## src/rtl/fmrv32im_pkg.sv

```systemverilog
// Shared definitions for the iterative divider: FSM encoding, step count,
// divide-by-zero quotient and small datapath helpers.
package fmrv32im_pkg;

  typedef enum logic [1:0] {
    IDLE = 2'd0,
    CALC = 2'd1,
    FIX  = 2'd2,
    DONE = 2'd3
  } state_t;

  // Decoded operation after priority resolution
  typedef enum logic [1:0] {
    OP_DIV  = 2'd0,
    OP_DIVU = 2'd1,
    OP_REM  = 2'd2,
    OP_REMU = 2'd3
  } op_t;

  localparam int          STEP_COUNT    = 32;
  localparam logic [31:0] DIV_ZERO_QUOT = 32'hFFFF_FFFF;

  // DIV > DIVU > REM > REMU when several selects are high
  function automatic op_t sel_op(input logic div, input logic divu,
                                 input logic rem, input logic remu);
    op_t op;
    op = OP_REMU;
    if (div)       op = OP_DIV;
    else if (divu) op = OP_DIVU;
    else if (rem)  op = OP_REM;
    else if (remu) op = OP_REMU;
    return op;
  endfunction

  // Two's-complement negate when neg is set
  function automatic logic [31:0] cond_neg(input logic [31:0] v, input logic neg);
    return neg ? (~v + 32'd1) : v;
  endfunction

endpackage

```

## src/rtl/fmrv32im_div_if.sv

```systemverilog
// Request/response bundle between the pipeline and the divider.
interface fmrv32im_div_if;
  logic        VALID;
  logic        INST_DIV;
  logic        INST_DIVU;
  logic        INST_REM;
  logic        INST_REMU;
  logic [31:0] RS1;
  logic [31:0] RS2;
  logic        KILL;
  logic        BUSY;
  logic        RD_VALID;
  logic [31:0] RD_RESULT;

  // Pipeline side
  modport master (
    output VALID, INST_DIV, INST_DIVU, INST_REM, INST_REMU, RS1, RS2, KILL,
    input  BUSY, RD_VALID, RD_RESULT
  );

  // Divider side
  modport slave (
    input  VALID, INST_DIV, INST_DIVU, INST_REM, INST_REMU, RS1, RS2, KILL,
    output BUSY, RD_VALID, RD_RESULT
  );
endinterface

```

## src/rtl/fmrv32im_div.sv

```systemverilog
// 32-bit restoring divider for DIV/DIVU/REM/REMU. One quotient bit per
// cycle, sign fix-up in a separate state, divide-by-zero short-circuits
// straight to DONE.
module fmrv32im_div
  import fmrv32im_pkg::*;
(
  input  logic          CLK,
  input  logic          RST,
  fmrv32im_div_if.slave bus
);

  state_t      state_reg;
  logic [5:0]  cnt_reg;
  logic [31:0] quot_reg;      // holds dividend, shifts into quotient
  logic [31:0] divisor_reg;
  logic [32:0] rem_reg;       // partial remainder, one spare bit
  logic        q_sign_reg;
  logic        r_sign_reg;
  logic        is_rem_reg;
  logic        busy_reg;
  logic        rd_valid_reg;
  logic [31:0] rd_result_reg;

  logic        start;
  op_t         op_sel;
  logic        op_signed;
  logic        op_rem;
  logic [32:0] rem_shift;
  logic [32:0] rem_diff;
  logic        step_ok;
  logic [32:0] rem_next;
  logic [31:0] quot_next;
  logic [31:0] fix_result;

  assign start = bus.VALID &
                 (bus.INST_DIV | bus.INST_DIVU | bus.INST_REM | bus.INST_REMU);

  // Decode the requested operation and one restoring step
  always_comb begin
    op_sel    = sel_op(bus.INST_DIV, bus.INST_DIVU, bus.INST_REM, bus.INST_REMU);
    op_signed = (op_sel == OP_DIV) || (op_sel == OP_REM);
    op_rem    = (op_sel == OP_REM) || (op_sel == OP_REMU);

    rem_shift = {rem_reg[31:0], quot_reg[31]};
    rem_diff  = rem_shift - {1'b0, divisor_reg};
    step_ok   = ~rem_diff[32];
    rem_next  = step_ok ? rem_diff : rem_shift;
    quot_next = {quot_reg[30:0], step_ok};

    fix_result = is_rem_reg ? cond_neg(rem_reg[31:0], r_sign_reg)
                            : cond_neg(quot_reg, q_sign_reg);
  end

  // Control FSM, operand registers and registered outputs
  always_ff @(posedge CLK or posedge RST) begin
    if (RST) begin
      state_reg     <= IDLE;
      cnt_reg       <= 6'd0;
      quot_reg      <= 32'd0;
      divisor_reg   <= 32'd0;
      rem_reg       <= 33'd0;
      q_sign_reg    <= 1'b0;
      r_sign_reg    <= 1'b0;
      is_rem_reg    <= 1'b0;
      busy_reg      <= 1'b0;
      rd_valid_reg  <= 1'b0;
      rd_result_reg <= 32'd0;
    end else if (bus.KILL) begin
      // Flush wins over everything, including a same-cycle start
      state_reg    <= IDLE;
      cnt_reg      <= 6'd0;
      busy_reg     <= 1'b0;
      rd_valid_reg <= 1'b0;
    end else begin
      case (state_reg)
        IDLE: begin
          rd_valid_reg <= 1'b0;
          if (start) begin
            is_rem_reg  <= op_rem;
            quot_reg    <= cond_neg(bus.RS1, op_signed & bus.RS1[31]);
            divisor_reg <= cond_neg(bus.RS2, op_signed & bus.RS2[31]);
            q_sign_reg  <= op_signed & (bus.RS1[31] ^ bus.RS2[31]);
            r_sign_reg  <= op_signed & bus.RS1[31];
            rem_reg     <= 33'd0;
            cnt_reg     <= 6'd0;
            busy_reg    <= 1'b1;
            if (bus.RS2 == 32'd0) begin
              // Remainder of x/0 is the raw dividend, independent of sign
              state_reg     <= DONE;
              rd_valid_reg  <= 1'b1;
              rd_result_reg <= op_rem ? bus.RS1 : DIV_ZERO_QUOT;
            end else begin
              state_reg <= CALC;
            end
          end
        end
        CALC: begin
          rem_reg  <= rem_next;
          quot_reg <= quot_next;
          if (cnt_reg == 6'(STEP_COUNT - 1)) begin
            cnt_reg   <= 6'd0;
            state_reg <= FIX;
          end else begin
            cnt_reg <= cnt_reg + 6'd1;
          end
        end
        FIX: begin
          rd_result_reg <= fix_result;
          rd_valid_reg  <= 1'b1;
          state_reg     <= DONE;
        end
        DONE: begin
          // Any start seen here is dropped; next accept is from IDLE
          rd_valid_reg <= 1'b0;
          busy_reg     <= 1'b0;
          state_reg    <= IDLE;
        end
        default: begin
          state_reg    <= IDLE;
          busy_reg     <= 1'b0;
          rd_valid_reg <= 1'b0;
        end
      endcase
    end
  end

  assign bus.BUSY      = busy_reg;
  assign bus.RD_VALID  = rd_valid_reg;
  assign bus.RD_RESULT = rd_result_reg;

endmodule

```

## src/flat_wrapper.sv

```systemverilog
// flat-port wrapper written by rule: the top's interface ports become plain ports
module fmrv32im_div_flat import fmrv32im_pkg::*;
  (CLK, RST, bus_VALID, bus_INST_DIV, bus_INST_DIVU, bus_INST_REM, bus_INST_REMU, bus_RS1, bus_RS2, bus_KILL, bus_BUSY, bus_RD_VALID, bus_RD_RESULT);
  fmrv32im_div_if bus_i ();
  input  logic CLK;
  input  logic RST;
  input wire logic [$bits(bus_i.VALID)-1:0] bus_VALID;
  input wire logic [$bits(bus_i.INST_DIV)-1:0] bus_INST_DIV;
  input wire logic [$bits(bus_i.INST_DIVU)-1:0] bus_INST_DIVU;
  input wire logic [$bits(bus_i.INST_REM)-1:0] bus_INST_REM;
  input wire logic [$bits(bus_i.INST_REMU)-1:0] bus_INST_REMU;
  input wire logic [$bits(bus_i.RS1)-1:0] bus_RS1;
  input wire logic [$bits(bus_i.RS2)-1:0] bus_RS2;
  input wire logic [$bits(bus_i.KILL)-1:0] bus_KILL;
  output wire logic [$bits(bus_i.BUSY)-1:0] bus_BUSY;
  output wire logic [$bits(bus_i.RD_VALID)-1:0] bus_RD_VALID;
  output wire logic [$bits(bus_i.RD_RESULT)-1:0] bus_RD_RESULT;
  assign bus_i.VALID = bus_VALID;
  assign bus_i.INST_DIV = bus_INST_DIV;
  assign bus_i.INST_DIVU = bus_INST_DIVU;
  assign bus_i.INST_REM = bus_INST_REM;
  assign bus_i.INST_REMU = bus_INST_REMU;
  assign bus_i.RS1 = bus_RS1;
  assign bus_i.RS2 = bus_RS2;
  assign bus_i.KILL = bus_KILL;
  assign bus_BUSY = bus_i.BUSY;
  assign bus_RD_VALID = bus_i.RD_VALID;
  assign bus_RD_RESULT = bus_i.RD_RESULT;
  fmrv32im_div u_core (.CLK(CLK), .RST(RST), .bus(bus_i));
endmodule
```

## config.mk

```make
export PLATFORM = sky130hd
export DESIGN_NAME = fmrv32im_div_flat
export DESIGN_NICKNAME = d
export VERILOG_FILES = /design/src/rtl/fmrv32im_pkg.sv /design/src/rtl/fmrv32im_div_if.sv /design/src/rtl/fmrv32im_div.sv /design/src/flat_wrapper.sv
export SDC_FILE = /design/constraint.sdc
export NUM_CORES = 1
export LEC_CHECK = 0
export BUFFER_PORTS_ARGS = -buffer_cell sky130_fd_sc_hd__buf_4
export CORE_MARGIN = 4
export CORE_UTILIZATION = 55
export CTS_BUF_LIST = sky130_fd_sc_hd__clkbuf_2
export DETAILED_ROUTE_END_ITERATION = 8
export PLACE_DENSITY = 0.75
export SLEW_MARGIN = 0
export SYNTH_ARGS = -nofsm -noshare
export SYNTH_HDL_FRONTEND = slang
export SYNTH_SLANG_ARGS = --single-unit
```

## constraint.sdc

```tcl
create_clock -name CLK -period 7.1 [get_ports CLK]
set_input_delay 1.42 -clock CLK [delete_from_list [all_inputs] [get_ports CLK]]
set_output_delay 1.42 -clock CLK [all_outputs]
set_load 0.01 [all_outputs]
```

==> Yosys cells after proc, flatten, opt, wreduce, memory -nomap -nowiden <==
Index checks and enable logic that the tools add are counted.
{ "op_classes": {"reduce_logical": 16, "add_sub_neg": 6, "n_eq_ne": 10, "bitwise": 14, "n_mux": 33} }
{ "op_table": {"columns": ["operator", "count"], "rows": [
  ["32-bit 2-to-1 mux", 11],
  ["32-bit one-hot mux with 2 select lines", 3],
  ["32-bit by 1-bit adder with 32-bit output, second input constant", 4],
  ["32-bit inverter", 4],
  ["33-bit by 32-bit subtractor with 33-bit output", 1],
  ["32-bit logical NOT", 1],
  ["6-bit 2-to-1 mux", 3],
  ["2-bit 2-to-1 mux", 6],
  ["6-bit one-hot mux with 2 select lines", 1],
  ["2-bit == test, second input constant", 4],
  ["2-bit one-hot mux with 4 select lines", 1],
  ["6-bit by 1-bit adder with 6-bit output, second input constant", 1],
  ["6-bit by 5-bit == test with 1-bit output, second input constant", 1],
  ["1-bit 2-to-1 mux", 6],
  ["3-bit by 2-bit inequality test with 1-bit output, second input constant", 2],
  ["2-bit AND reduction", 3],
  ["3-bit AND reduction", 2],
  ["3-bit nonzero test", 2],
  ["1-bit AND", 4],
  ["2-bit logical NOT", 2],
  ["2-bit by 1-bit inequality test with 1-bit output, second input constant", 2],
  ["4-bit AND reduction", 1],
  ["2-bit nonzero test", 2],
  ["4-bit nonzero test", 1],
  ["other kinds (7)", 11]
]} }
{ "word_totals": {"out_inout_bits": 34, "word_cells": 90, "ff_bits": 141} }

==> Logic depth before layout (Yosys ltp) <==
{ "logic_depth": {"word_depth": 9, "ltp_mapped": 14} }

==> Worst setup path after synthesis <==
No wires, ideal clock.
{ "synth_timing": {"path_type": "input port to flip-flop", "startpoint": "in bus_RS2[20]", "endpoint": "reg u_core.rd_result_reg[18], in the netlist u_core.bus.RD_RESULT[18]", "arrival_time_ns": 3.697, "cell_stages": 10, "path_buffers": 2, "setup_slack_ns": 3.285, "path_cell_list": "or4_4 nor4_2 nand2b_1 or3b_4 nor4b_4 mux2i_1 or2_1 buf_4 buf_6 a21o_1"} }
{ "synth_via": {"elab_chain_len": 3} }
{ "synth_rtl": {"columns": ["item", "line_no", "source"], "rows": [
  ["start, declared", "flat_wrapper.sv:13", "input wire logic [$bits(bus_i.RS2)-1:0] bus_RS2;"],
  ["32-bit logical NOT", "fmrv32im_div.sv:87", "if (bus.RS2 == 32'd0) begin"],
  ["2-bit by 1-bit inequality test with 1-bit output (no source line)", null, null],
  ["4-bit AND reduction (no source line)", null, null],
  ["end signal, assigned", "fmrv32im_div.sv:91", "rd_result_reg <= op_rem ? bus.RS1 : DIV_ZERO_QUOT;"],
  ["end signal, assigned", "fmrv32im_div.sv:108", "rd_result_reg <= fix_result;"],
  ["end, declared", "fmrv32im_div.sv:22", "logic [31:0] rd_result_reg;"]
]} }
No other way between the ends.
A chain may end at the register's enable or synchronous reset.

==> Worst setup path in the final report <==
{ "layout_timing": {"startpoint": "reg u_core.quot_reg[31]", "endpoint": "reg u_core.rem_reg[0]"} }
{ "layout_via": {"elab_chain_len": 3} }
{ "layout_rtl": {"columns": ["item", "line_no", "source"], "rows": [
  ["start, declared", "fmrv32im_div.sv:14", "logic [31:0] quot_reg;"],
  ["start signal, assigned", "fmrv32im_div.sv:80", "quot_reg <= cond_neg(bus.RS1, op_signed & bus.RS1[31]);"],
  ["start signal, assigned", "fmrv32im_div.sv:99", "quot_reg <= quot_next;"],
  ["33-bit by 32-bit subtractor with 33-bit output", "fmrv32im_div.sv:45", "rem_diff = rem_shift - {1'b0, divisor_reg};"],
  ["32-bit 2-to-1 mux *", "fmrv32im_div.sv:47", "rem_next = step_ok ? rem_diff : rem_shift;"],
  ["32-bit one-hot mux with 2 select lines *", "fmrv32im_div.sv:75", "case (state_reg)"],
  ["end signal, assigned", "fmrv32im_div.sv:98", "rem_reg <= rem_next;"],
  ["end, declared", "fmrv32im_div.sv:16", "logic [32:0] rem_reg;"]
]} }
Mark *: on every way between the ends. The rest lies on a longest branch, timed or not.

==> results.toml <==
[outcome]
status = "complete, no violations"

[worst_setup_path]
r2r-start = "u_core.quot_reg[31]"
path_class = "reg -> reg"
start_kind = "flip-flop"
startpoint = "u_core.quot_reg[31]"
arrival_ns = 5.17
required_ns = 7.77
end_kind = "flip-flop"
path_max_fanout = 30

[timing]
worst_slew_pin_slew_ns = 1.16
tns_ns = 0
skew_ns = 0.0306
relSlewSlack = 0.227
fin_ws_ns = 2.60
slew_violations = 0
finalCriticalPeriod_ns = 4.50
setup_viol = 0
max_freq_ghz = 0.222
fin_crit_sh = 0.633
rsz0062_at_grt = "no"
final-hold-violation-count = 0

[placement]
globalplace.congestion = 0.882
dp_hpwl_um = 20400
place_ws_ns = 2.40
numPortBuffers = 105

[hold_path]
hp-start = "u_core.divisor_reg[15]"
min_path_type = "reg -> reg"

[grt]
globalRoute.totalOverflow = 0
grtUsageTotal = 0.250
grt_pass1_wl_um = 45400
antenna_found_initial = 1
grt_pass1_vias = 9198
grt_max_degree = 80

[synth]
synth_top_area_share = 0.324
netlist_instances = 1364
syn_area_per_cell_um2 = 8.00
synth_top_family_by_area = "compound AO/OA/AOI/OAI gates"
synth_seq_area_share = 0.324
synth_xor_area_frac = 0.109
synth_seq_cells = 141
synth-simple-area-share = 0.190
synth_compound_area_frac = 0.237
synthFlopType = "dfrtp_1"
syn_area_mm2 = 0.0109
synthTopCellsByCount = "nand2_1 (191), dfrtp_1 (141), o21ai_0 (123)"
synth_edf_count = 0
syn_nets = 1478
synth_fa_ha_area_frac = 0.0489
yosys.area.top_type = "dfrtp_1"
yosys_warnings = 0
muxShareOfSynthArea = 0.0406
synth.distinct_cells = 71
synthTopCellsByArea = "dfrtp_1 (32%), nand2_1 (6.6%), o21ai_0 (5.6%)"
synthMostInstantiatedCell = "nand2_1"
async_flop_share = 1.00

[drt]
wl_per_cell_um = 16.1
vias_per_cell = 5.85
drt_iter0_drc = 696
drc_errors = 0
ant_nets = 0
dr.pass1.iters = 5
vias = 9923
wirelength_um = 27300

[cts]
post_cts_buffers = 0
cts_buffers = 17
worst_skew_pair.late_latency_ns = 0.75
clk_path_buf_depth = 2
clock-root-buffer = "clkbuf_2"
cts.sinks = 141
path_clk_slew_ns = 0.20
ctsHoldBuffers = 0
cts_tree = "yes"
cts_resized = 0
htree_levels = 4

[floorplanning]
die_x_um = 149
core_mm2 = 0.0195
dieHeight_um = 149
start_util = 0.560
dieArea_mm2 = 0.0221
rows = 51
io_pins = 106

[cells_and_area]
num-fill-cells = 1811
drive_gt1_frac = 0.116
area_delta_synth_final_pct = 9.96
final_core_util = 0.616
final_net_count = 1533

[power]
p_per_area_mw_per_mm2 = 323
vdd_drop_max_mv = 0.151
p_leak_uw = 0.00557

[run]
maxCapViolCount = 0
==> critical path, cell delays in order (launching register included) <==
cell and delay [ns]:
dfrtp_1 0.36, inv_1 0.12, ha_1 0.24, fa_1 0.40
nand2b_1 0.19, a21oi_1 0.32, o2111ai_1 0.23, a211oi_1 0.55
o21ai_1 0.16, nor2b_1 0.21, o211ai_1 0.63, buf_4 0.53
mux2_1 0.37, o22ai_1 0.10
==> power breakdown <==
part	total [uW]	leakage, uW	internal [uW]	switching, uW
Sequential	1370	0.00184	1080	291
Combinational	2030	0.00359	860	1170
Clock	479	0.000142	189	291
Total	3880	0.00557	2130	1750
==> stage by stage <==
| stage | instance area (um^2) | power, uW | cells | hold slack (ns) |
|---|---|---|---|---|
| final | 12000 | 3880 | 1697 | 0.503 |
| after global routing | 12000 | 4230 | 1697 | 0.519 |
| after CTS | 12000 | 3880 | 1696 | 0.497 |
| after detailed placement | 11800 | 3410 | 1665 | 0.471 |
| after global placement | 11800 | 3350 | 1665 | 0.462 |
| after floorplan | 10900 | 2830 | 1364 | 0.437 |
==> cells by family (layout without fill, tap and decap cells) <==
group                    count (synthesis)  count (layout)
AO/OA/AOI/OAI                          432             432
XOR/XNOR                               136             136
adder cells (fa/ha/maj)                 42              42
buffers and inverters                  135             202
flip-flops                             141             141
multiplexers                            44              44
other                                    0               1
AND/OR/NAND/NOR                        434             434
==> cells in the final DEF (no fill, tap or decap), drive strengths merged, types with 3 or more instances in the layout <==
cell type and n:
a211o 4, a211oi 8, a21boi 4, a21o 10
a21oi 94, a31o 4, a31oi 6, and3 7
buf 113, bufinv 3, clkbuf 19, clkinv 10
dfrtp 141, ha 41, inv 57, mux2i 42
nand2 191, nand2b 19, nand3 19, nand3b 3
nand4 4, nor2 88, nor2b 16, nor3 17
nor4 17, o211ai 10, o21a 5, o21ai 186
o21bai 5, o221ai 8, o22ai 25, o31ai 33
o41ai 15, or2 10, or3 26, or4 10
xnor2 68, xor2 68
==> worst paths after layout <==
kind,cells after the start,endpoint,slack (ns)
min in group asynchronous,2,u_core.bus.RD_RESULT[9],0.75
max in group asynchronous,3,u_core.divisor_reg[25],5.07
min,2,u_core.divisor_reg[15],0.50
max reg2reg,13,u_core.rem_reg[0],2.60
min reg2reg,2,u_core.divisor_reg[15],0.50
max,13,u_core.rem_reg[0],2.60
==> layout make-up <==
type / instances / area, um^2 / area share
Clock buffer: 19 / 95.1 / 0.00793
Timing Repair Buffer: 113 / 848 / 0.0707
Inverter: 58 / 223 / 0.0186
Antenna cell: 1 / 2.50 / 0.000209
Clock inverter: 12 / 128 / 0.0106
Sequential cell: 141 / 3530 / 0.294
Multi-Input combinational cell: 1088 / 6840 / 0.570
Tap cell: 265 / 332 / 0.0276
==> per-layer routing <==
layer,up-vias,part of all wire,wire (um),track usage
li1,4964,-,-,-
met1,4640,0.47,12700,0.353
met2,285,0.45,12400,0.397
met3,34,0.060,1630,0.0407
met4,0,0.019,529,0.0755
met5,-,0,0,0
Power figures use the tool's default switching activity.
